**src/rtl/mp_pkg.sv**
```systemverilog
// Shared definitions for the pipelined MIPS core: reset/bubble defaults,
// fetch FSM encoding and instruction field positions.
package mp_pkg;

   localparam logic [31:0] RESET_PC_DEFAULT  = 32'h0000_0000;
   localparam logic [31:0] NOP_INSTR_DEFAULT = 32'h0000_0000;

   localparam int OP_MSB    = 31;
   localparam int OP_LSB    = 26;
   localparam int FUNCT_MSB = 5;
   localparam int FUNCT_LSB = 0;

   typedef enum logic [1:0] {
      S_IDLE  = 2'd0,
      S_FETCH = 2'd1,
      S_DROP  = 2'd2,
      S_HOLD  = 2'd3
   } fetch_state_e;

   // J-type target: upper nibble of the delay-slot PC, instr_index, word aligned.
   function automatic logic [31:0] jump_target(input logic [31:0] pcp4,
                                               input logic [25:0] idx);
      return {pcp4[31:28], idx, 2'b00};
   endfunction

endpackage

```
**src/rtl/if_id_reg.sv**
```systemverilog
// IF/ID pipeline register plus a one-entry skid buffer that parks a fetched
// word while decode is stalled.
module if_id_reg
   import mp_pkg::*;
#(
   parameter logic [31:0] NOP_INSTR = NOP_INSTR_DEFAULT
) (
   input  logic        clk_i,
   input  logic        rst_i,
   input  logic        flush_i,
   input  logic        stall_i,
   input  logic        load_i,
   input  logic        load_skid_i,
   input  logic        skid_wr_i,
   input  logic        skid_clr_i,
   input  logic [31:0] instr_i,
   input  logic [31:0] pcp4_i,
   output logic [31:0] instr_o,
   output logic [31:0] pcp4_o,
   output logic        valid_o
);

   logic [31:0] skid_instr_q;
   logic [31:0] skid_pcp4_q;
   logic        skid_valid_q;

   // IF/ID register: flush beats stall, stall beats load.
   always_ff @(posedge clk_i or posedge rst_i) begin
      if (rst_i) begin
         instr_o <= NOP_INSTR;
         pcp4_o  <= 32'd0;
         valid_o <= 1'b0;
      end else if (flush_i) begin
         instr_o <= NOP_INSTR;
         valid_o <= 1'b0;
      end else if (stall_i) begin
         instr_o <= instr_o;
      end else if (load_i) begin
         if (load_skid_i) begin
            instr_o <= skid_instr_q;
            pcp4_o  <= skid_pcp4_q;
            valid_o <= skid_valid_q;
         end else begin
            instr_o <= instr_i;
            pcp4_o  <= pcp4_i;
            valid_o <= 1'b1;
         end
      end
   end

   // Skid buffer: a clear (drain or discard) wins over a write.
   always_ff @(posedge clk_i or posedge rst_i) begin
      if (rst_i) begin
         skid_instr_q <= NOP_INSTR;
         skid_pcp4_q  <= 32'd0;
         skid_valid_q <= 1'b0;
      end else if (skid_clr_i) begin
         skid_valid_q <= 1'b0;
      end else if (skid_wr_i) begin
         skid_instr_q <= instr_i;
         skid_pcp4_q  <= pcp4_i;
         skid_valid_q <= 1'b1;
      end
   end

endmodule

```
**src/rtl/fetch_stage.sv**
```systemverilog
// Instruction fetch: PC, imem request/ack handshake, branch/jump redirect,
// and the IF/ID register presented to decode.
//
// state   | meaning
// S_IDLE  | first cycle after reset, no request
// S_FETCH | requesting imem at PCF, loading IF/ID on ack
// S_DROP  | redirect taken mid-request; wait for ack, discard it
// S_HOLD  | fetched word parked in skid while decode stalls
module fetch_stage
   import mp_pkg::*;
#(
   parameter logic [31:0] RESET_PC  = RESET_PC_DEFAULT,
   parameter logic [31:0] NOP_INSTR = NOP_INSTR_DEFAULT
) (
   input  logic        mCLK,
   input  logic        RST,
   input  logic        StallF,
   input  logic        StallD,
   input  logic        FlushD,
   input  logic        PCSel,
   input  logic [31:0] PCBranch,
   input  logic        Jump,
   input  logic [25:0] JumpAddr,
   output logic        imem_req,
   output logic [31:0] imem_addr,
   input  logic        imem_ack,
   input  logic [31:0] imem_rdata,
   output logic [31:0] InstrD,
   output logic [31:0] PCPlus4D,
   output logic        ValidD,
   output logic [5:0]  op,
   output logic [5:0]  funct
);

   fetch_state_e state_q, state_d;
   logic [31:0]  pc_q, pc_d;
   logic [31:0]  tgt_q, tgt_d;
   logic         outst_q, outst_d;

   logic         ack_fire;
   logic         redirect;
   logic [31:0]  redir_tgt;
   logic [31:0]  pc_plus4;
   logic         ifid_flush;
   logic         ifid_load;
   logic         ifid_from_skid;
   logic         skid_wr;
   logic         skid_clr;

   // StallF may only withhold a request that has not been presented yet.
   assign imem_req  = (state_q == S_DROP) ||
                      ((state_q == S_FETCH) && (outst_q || !StallF));
   assign imem_addr = pc_q;
   assign ack_fire  = imem_req & imem_ack;
   assign redirect  = !StallD & (PCSel | Jump);
   assign redir_tgt = (PCSel ? PCBranch : jump_target(PCPlus4D, JumpAddr)) & 32'hFFFF_FFFC;
   assign pc_plus4  = pc_q + 32'd4;

   assign op    = InstrD[OP_MSB:OP_LSB];
   assign funct = InstrD[FUNCT_MSB:FUNCT_LSB];

   // Next PC, pending target and fetch state; IF/ID and skid control strobes.
   always_comb begin
      state_d        = state_q;
      pc_d           = pc_q;
      tgt_d          = tgt_q;
      outst_d        = imem_req & ~imem_ack;
      ifid_load      = 1'b0;
      ifid_from_skid = 1'b0;
      skid_wr        = 1'b0;
      skid_clr       = redirect;
      ifid_flush     = redirect | FlushD;
      case (state_q)
         S_IDLE: begin
            state_d = S_FETCH;
            if (redirect) pc_d = redir_tgt;
         end
         S_FETCH: begin
            if (redirect) begin
               if (imem_req && !imem_ack) begin
                  tgt_d   = redir_tgt;
                  state_d = S_DROP;
               end else begin
                  pc_d = redir_tgt;
               end
            end else if (ack_fire) begin
               pc_d = pc_plus4;
               if (StallD) begin
                  skid_wr = 1'b1;
                  state_d = S_HOLD;
               end else begin
                  ifid_load = 1'b1;
               end
            end
         end
         S_HOLD: begin
            if (redirect) begin
               pc_d    = redir_tgt;
               state_d = S_FETCH;
            end else if (!StallD) begin
               ifid_load      = 1'b1;
               ifid_from_skid = 1'b1;
               skid_clr       = 1'b1;
               state_d        = S_FETCH;
            end
         end
         S_DROP: begin
            if (ack_fire) begin
               pc_d    = redirect ? redir_tgt : tgt_q;
               state_d = S_FETCH;
            end else if (redirect) begin
               tgt_d = redir_tgt;
            end
         end
         default: state_d = S_IDLE;
      endcase
   end

   // Fetch FSM and PC registers.
   always_ff @(posedge mCLK or posedge RST) begin
      if (RST) begin
         state_q <= S_IDLE;
         pc_q    <= RESET_PC;
         tgt_q   <= RESET_PC;
         outst_q <= 1'b0;
      end else begin
         state_q <= state_d;
         pc_q    <= pc_d;
         tgt_q   <= tgt_d;
         outst_q <= outst_d;
      end
   end

   if_id_reg #(
      .NOP_INSTR (NOP_INSTR)
   ) u_if_id (
      .clk_i       (mCLK),
      .rst_i       (RST),
      .flush_i     (ifid_flush),
      .stall_i     (StallD),
      .load_i      (ifid_load),
      .load_skid_i (ifid_from_skid),
      .skid_wr_i   (skid_wr),
      .skid_clr_i  (skid_clr),
      .instr_i     (imem_rdata),
      .pcp4_i      (pc_plus4),
      .instr_o     (InstrD),
      .pcp4_o      (PCPlus4D),
      .valid_o     (ValidD)
   );

endmodule
```
**config.mk**
```make
export PLATFORM = sky130hd
export DESIGN_NAME = fetch_stage
export DESIGN_NICKNAME = d
export VERILOG_FILES = /design/src/rtl/mp_pkg.sv /design/src/rtl/if_id_reg.sv /design/src/rtl/fetch_stage.sv
export SDC_FILE = /design/constraint.sdc
export NUM_CORES = 1
export LEC_CHECK = 0
export ABC_AREA = 1
export CAP_MARGIN = 20
export CORE_AREA = 2 2 149 151
export CTS_BUF_LIST = sky130_fd_sc_hd__clkbuf_8
export DETAILED_ROUTE_END_ITERATION = 10
export DIE_AREA = 0 0 151 153
export DONT_BUFFER_PORTS = 1
export RECOVER_POWER = 25
export REMOVE_ABC_BUFFERS = 1
export SLEW_MARGIN = 20
export SYNTH_ARGS = -nofsm -noshare
export SYNTH_HDL_FRONTEND = slang
export SYNTH_SLANG_ARGS = --single-unit
```
**constraint.sdc**
```tcl
create_clock -name mCLK -period 8.1 [get_ports mCLK]
set_input_delay 1.62 -clock mCLK [delete_from_list [all_inputs] [get_ports mCLK]]
set_output_delay 1.62 -clock mCLK [all_outputs]
set_load 0.01 [all_outputs]
```
==> metrics.csv <==
stage,metric,value,unit
status,status,"complete, no violations",
logic_synthesis,commonest register cell after synthesis,sky130_fd_sc_hd__dfrtp_1,
finish,total inserted antenna cells,0,
logic_synthesis,count of flip-flops with a built-in enable after synthesis,0,
power,combinational share of power,0.378,
worst_setup_path,arrival time of data at the critical path endpoint,4.45,ns
timing,period utilization,0.499,
die,initial cell density of the core,0.492,
placement,total half-perimeter wirelength after legalization and detailed placement,18.0,mm
drt,sum of routed wire length over all layers,27.0,mm
worst_setup_path,slowest cell on the critical path,sky130_fd_sc_hd__inv_2,
worst_setup_path,classification of the worst setup path,primary input to flip-flop,
power,Net Sw Frac,0.450,
placement,worst setup slack before clock tree synthesis,3.56,ns
logic_synthesis,number of flip-flops and latches in the synthesized netlist,197,
timing,endpoints failing hold,0,
power,Clock Power Share,0.171,
timing,highest clock rate,247,MHz
timing,post-route minimum period,4.04,ns
min_path,class of the worst hold path,flip-flop to flip-flop,
timing,Setup TNS,0,ns
grt,overflow left after global routing,0,
die,Die Y,153,um
logic_synthesis,combined area of all synthesized cells,0.0106,sq mm
grt,Global Route Usage Sum,0.241,
drt,Iteration-0 DRC Markers,515,
power,internal power summed over all cells,0.00212,W
finish,"commonest non-fill, non-tap cells in the layout","sky130_fd_sc_hd__nand2_1 (643), sky130_fd_sc_hd__dfrtp_1 (197), sky130_fd_sc_hd__nor2_1 (117)",
grt,number of antenna violations at the first check in global routing,0,
finish,most common library cell in the layout ignoring fill and taps,sky130_fd_sc_hd__nand2_1,
drt,antenna violation net count after detailed routing,0,
die,Die Footprint,0.0231,sq mm
clock_network,TritonCTS clock tree,built,
power,static leakage,5.47,nW
power,worst voltage drop across the vdd grid,0.000185,V
logic_synthesis,cell taking the most area after synthesis,sky130_fd_sc_hd__dfrtp_1,
clock_network,clock-pin transition on the worst setup and hold timing paths,0.10,ns
timing,setup repair after global routing missed its margin,no,
finish,number of nets in the layout,1521,
grt,vias in the first global route,8141,
placement,Placed Instance Area,0.0105,sq mm
clock_network,clock root buffer master,sky130_fd_sc_hd__clkbuf_8,
finish,fraction of final layout cells with drive strength greater than 1,0.0496,
run,max-cap check violation count,0,
clock_network,maximum buffer depth of the clock tree,2,
die,Top-Level Pins,208,
drt,number of iterations in the first detailed-routing pass,6,
power,P per Cell Area,354,mW/mm^2
timing,setup-violating endpoint count in the final report,0,
timing,least setup slack across all paths after layout,4.06,ns
die,core outline area,0.0215,sq mm
logic_synthesis,synthesized area per cell,7.15,sq um
clock_network,maximum level of the CTS H-tree,4,
finish,final standard cell area without fillers,0.0109,sq mm
drt,vias post-DR,8707,
clock_network,CTS Hold Buffers Added,0,
grt,wire length of the first global-routing pass,43.7,mm
worst_setup_path,CP Cell Sequence,"nor2_4, nand3_2, buf_4, inv_2, buf_4, nor2_4, nor2_8, inv_2, nor2_1, nand2_1, nand2_1",
worst_setup_path,data required time of the critical path,8.51,ns
timing,pins over their slew limit,0,
placement,Buffers on Ports,0,
drt,detailed-route wire length per cell,15.8,um
clock_network,worst skew pair latency,0.47,ns
logic_synthesis,number of different library cells in the post-synthesis netlist,35,
timing,Relative slew margins,0.356,
drt,vias per inst,5.09,
timing,worst clock skew on the final layout,0.0167,ns
logic_synthesis,number of standard cells after synthesis,1478,
logic_synthesis,total of warnings raised by yosys,0,
drt,DRC violations left,0,
worst_setup_path,maximum net fanout on the critical path,74,
power,Reg power frac,0.451,
finish,Area Growth Syn to Fin,2.75,%
timing,Worst Tran Pin Value,0.966,ns
power,Overall Power,0.00385,W
finish,count of filler cells inserted in the layout,2147,
die,DIE WIDTH,151,um
worst_setup_path,element type at the critical path end,flip-flop,
logic_synthesis,fraction of synthesis flops using an asynchronous set or reset pin,1.00,
placement,final RePlAce weighted congestion,0.903,
clock_network,number of CTS-inserted buffers,17,
grt,pin count of the biggest net entering global routing,124,
clock_network,post-CTS setup buffer count,0,
logic_synthesis,top cells by area in the synthesized netlist,"sky130_fd_sc_hd__dfrtp_1 (47%), sky130_fd_sc_hd__nand2_1 (23%), sky130_fd_sc_hd__o21ai_0 (5.3%)",
clock_network,CTS resizes,0,
logic_synthesis,top-area cell type share of the netlist area,0.466,
logic_synthesis,proportion of synthesized chip area in sequential cells,0.466,
worst_setup_path,critical path launch point type,primary input,
clock_network,number of sinks driven by the clock tree,197,
die,Placement Rows,54,
worst_setup_path,"Largest stage delay, worst path",0.53,ns
power,Switch Pwr,0.00173,W
## cell type report
class | count | area (sq um) | share of cell area
sequential | 197 | 4930 | 0.454
clock inverter | 13 | 149 | 0.0137
inverter | 122 | 465 | 0.0428
clock buffer | 18 | 248 | 0.0228
multi-input combinational | 1076 | 4680 | 0.431
tap | 280 | 350 | 0.0322
timing repair buffer | 5 | 37.5 | 0.00346
## worst paths after layout
kind | from | endpoint | slack (ns) | cells after the start
worst max-delay path | PCSel | u_if_id.pcp4_o[31] | 4.06 | 11
worst min-delay path | u_if_id.skid_pcp4_q[15] | u_if_id.skid_pcp4_q[15] | 0.48 | 2
worst max register to register | state_q[0] | u_if_id.pcp4_o[31] | 4.70 | 11
worst min register to register | u_if_id.skid_pcp4_q[15] | u_if_id.skid_pcp4_q[15] | 0.48 | 2
max in group asynchronous | RST | tgt_q[19] | 5.43 | 2
min in group asynchronous | RST | u_if_id.skid_instr_q[3] | 1.15 | 1
## critical path: cells and delay by family
| kind | cells | cell delay (ns) |
|---|---|---|
| and+or+nand+nor | 7 | 1.20 |
| buffers and inverters | 4 | 1.47 |
## state kept, by name, summed over array words and instances (netlist names)
signal,count
tgt_q,32
u_if_id.valid_o,1
state_q,2
imem_addr,32
u_if_id.instr_o,32
u_if_id.skid_valid_q,1
outst_q,1
u_if_id.skid_instr_q,32
u_if_id.skid_pcp4_q,32
u_if_id.pcp4_o,32
## synth_stat cells (2+ instances only)
master and n:
sky130_fd_sc_hd__a21oi_1 22, sky130_fd_sc_hd__a22oi_1 2, sky130_fd_sc_hd__a31oi_1 10, sky130_fd_sc_hd__and2_1 2, sky130_fd_sc_hd__buf_2 26, sky130_fd_sc_hd__buf_4 37
sky130_fd_sc_hd__buf_6 2, sky130_fd_sc_hd__clkbuf_1 17, sky130_fd_sc_hd__dfrtp_1 197, sky130_fd_sc_hd__ha_1 4, sky130_fd_sc_hd__inv_1 111, sky130_fd_sc_hd__inv_2 10
sky130_fd_sc_hd__nand2_1 643, sky130_fd_sc_hd__nand2_2 7, sky130_fd_sc_hd__nand3_1 38, sky130_fd_sc_hd__nand3_2 2, sky130_fd_sc_hd__nand3b_1 9, sky130_fd_sc_hd__nand4_1 5
sky130_fd_sc_hd__nor2_1 118, sky130_fd_sc_hd__nor2_2 6, sky130_fd_sc_hd__nor2_4 6, sky130_fd_sc_hd__nor2_8 2, sky130_fd_sc_hd__o211ai_1 10, sky130_fd_sc_hd__o21ai_0 111
sky130_fd_sc_hd__o21ai_1 66, sky130_fd_sc_hd__xnor2_1 4, sky130_fd_sc_hd__xor2_1 3
## stage by stage
| step | util | hold WS (ns) | instances |
|---|---|---|---|
| 6_report | 0.506 | 0.482 | 1711 |
| 3_5_place_dp | 0.488 | 0.460 | 1680 |
| 4_1_cts | 0.506 | 0.485 | 1711 |
| 2_1_floorplan | - | 0.444 | 1395 |
| 5_1_grt | 0.506 | 0.500 | 1711 |
| 3_3_place_gp | 0.488 | 0.456 | 1680 |
## power by group through the flow
stage	clock (W)	sequential (W)	combinational, W
after floorplan	0	0.00165	0.00111
after global placement	0	0.00175	0.00143
after detailed placement	0	0.00176	0.00146
after CTS	0.000673	0.00174	0.00147
after global routing	0.000715	0.00179	0.00169
final	0.000658	0.00174	0.00146
## per-layer routing
layer  up-vias  wire (um)  global-route usage  share of wire
li1       4459          -                   -              -
met1      3965      12300               0.332           0.45
met2       252      12100               0.376           0.45
met3        31       2190              0.0645          0.081
met4         0        435              0.0685          0.016
met5         -          0                   0              0
## cell families after synthesis
logic type / share of synthesized area
compound gates: 0.112
xor+xnor: 0.00580
fa+ha+maj: 0.00473
buf+inv: 0.0904
flops: 0.466
simple gates: 0.321
Note: power is estimated with default switching activity, not from simulation.
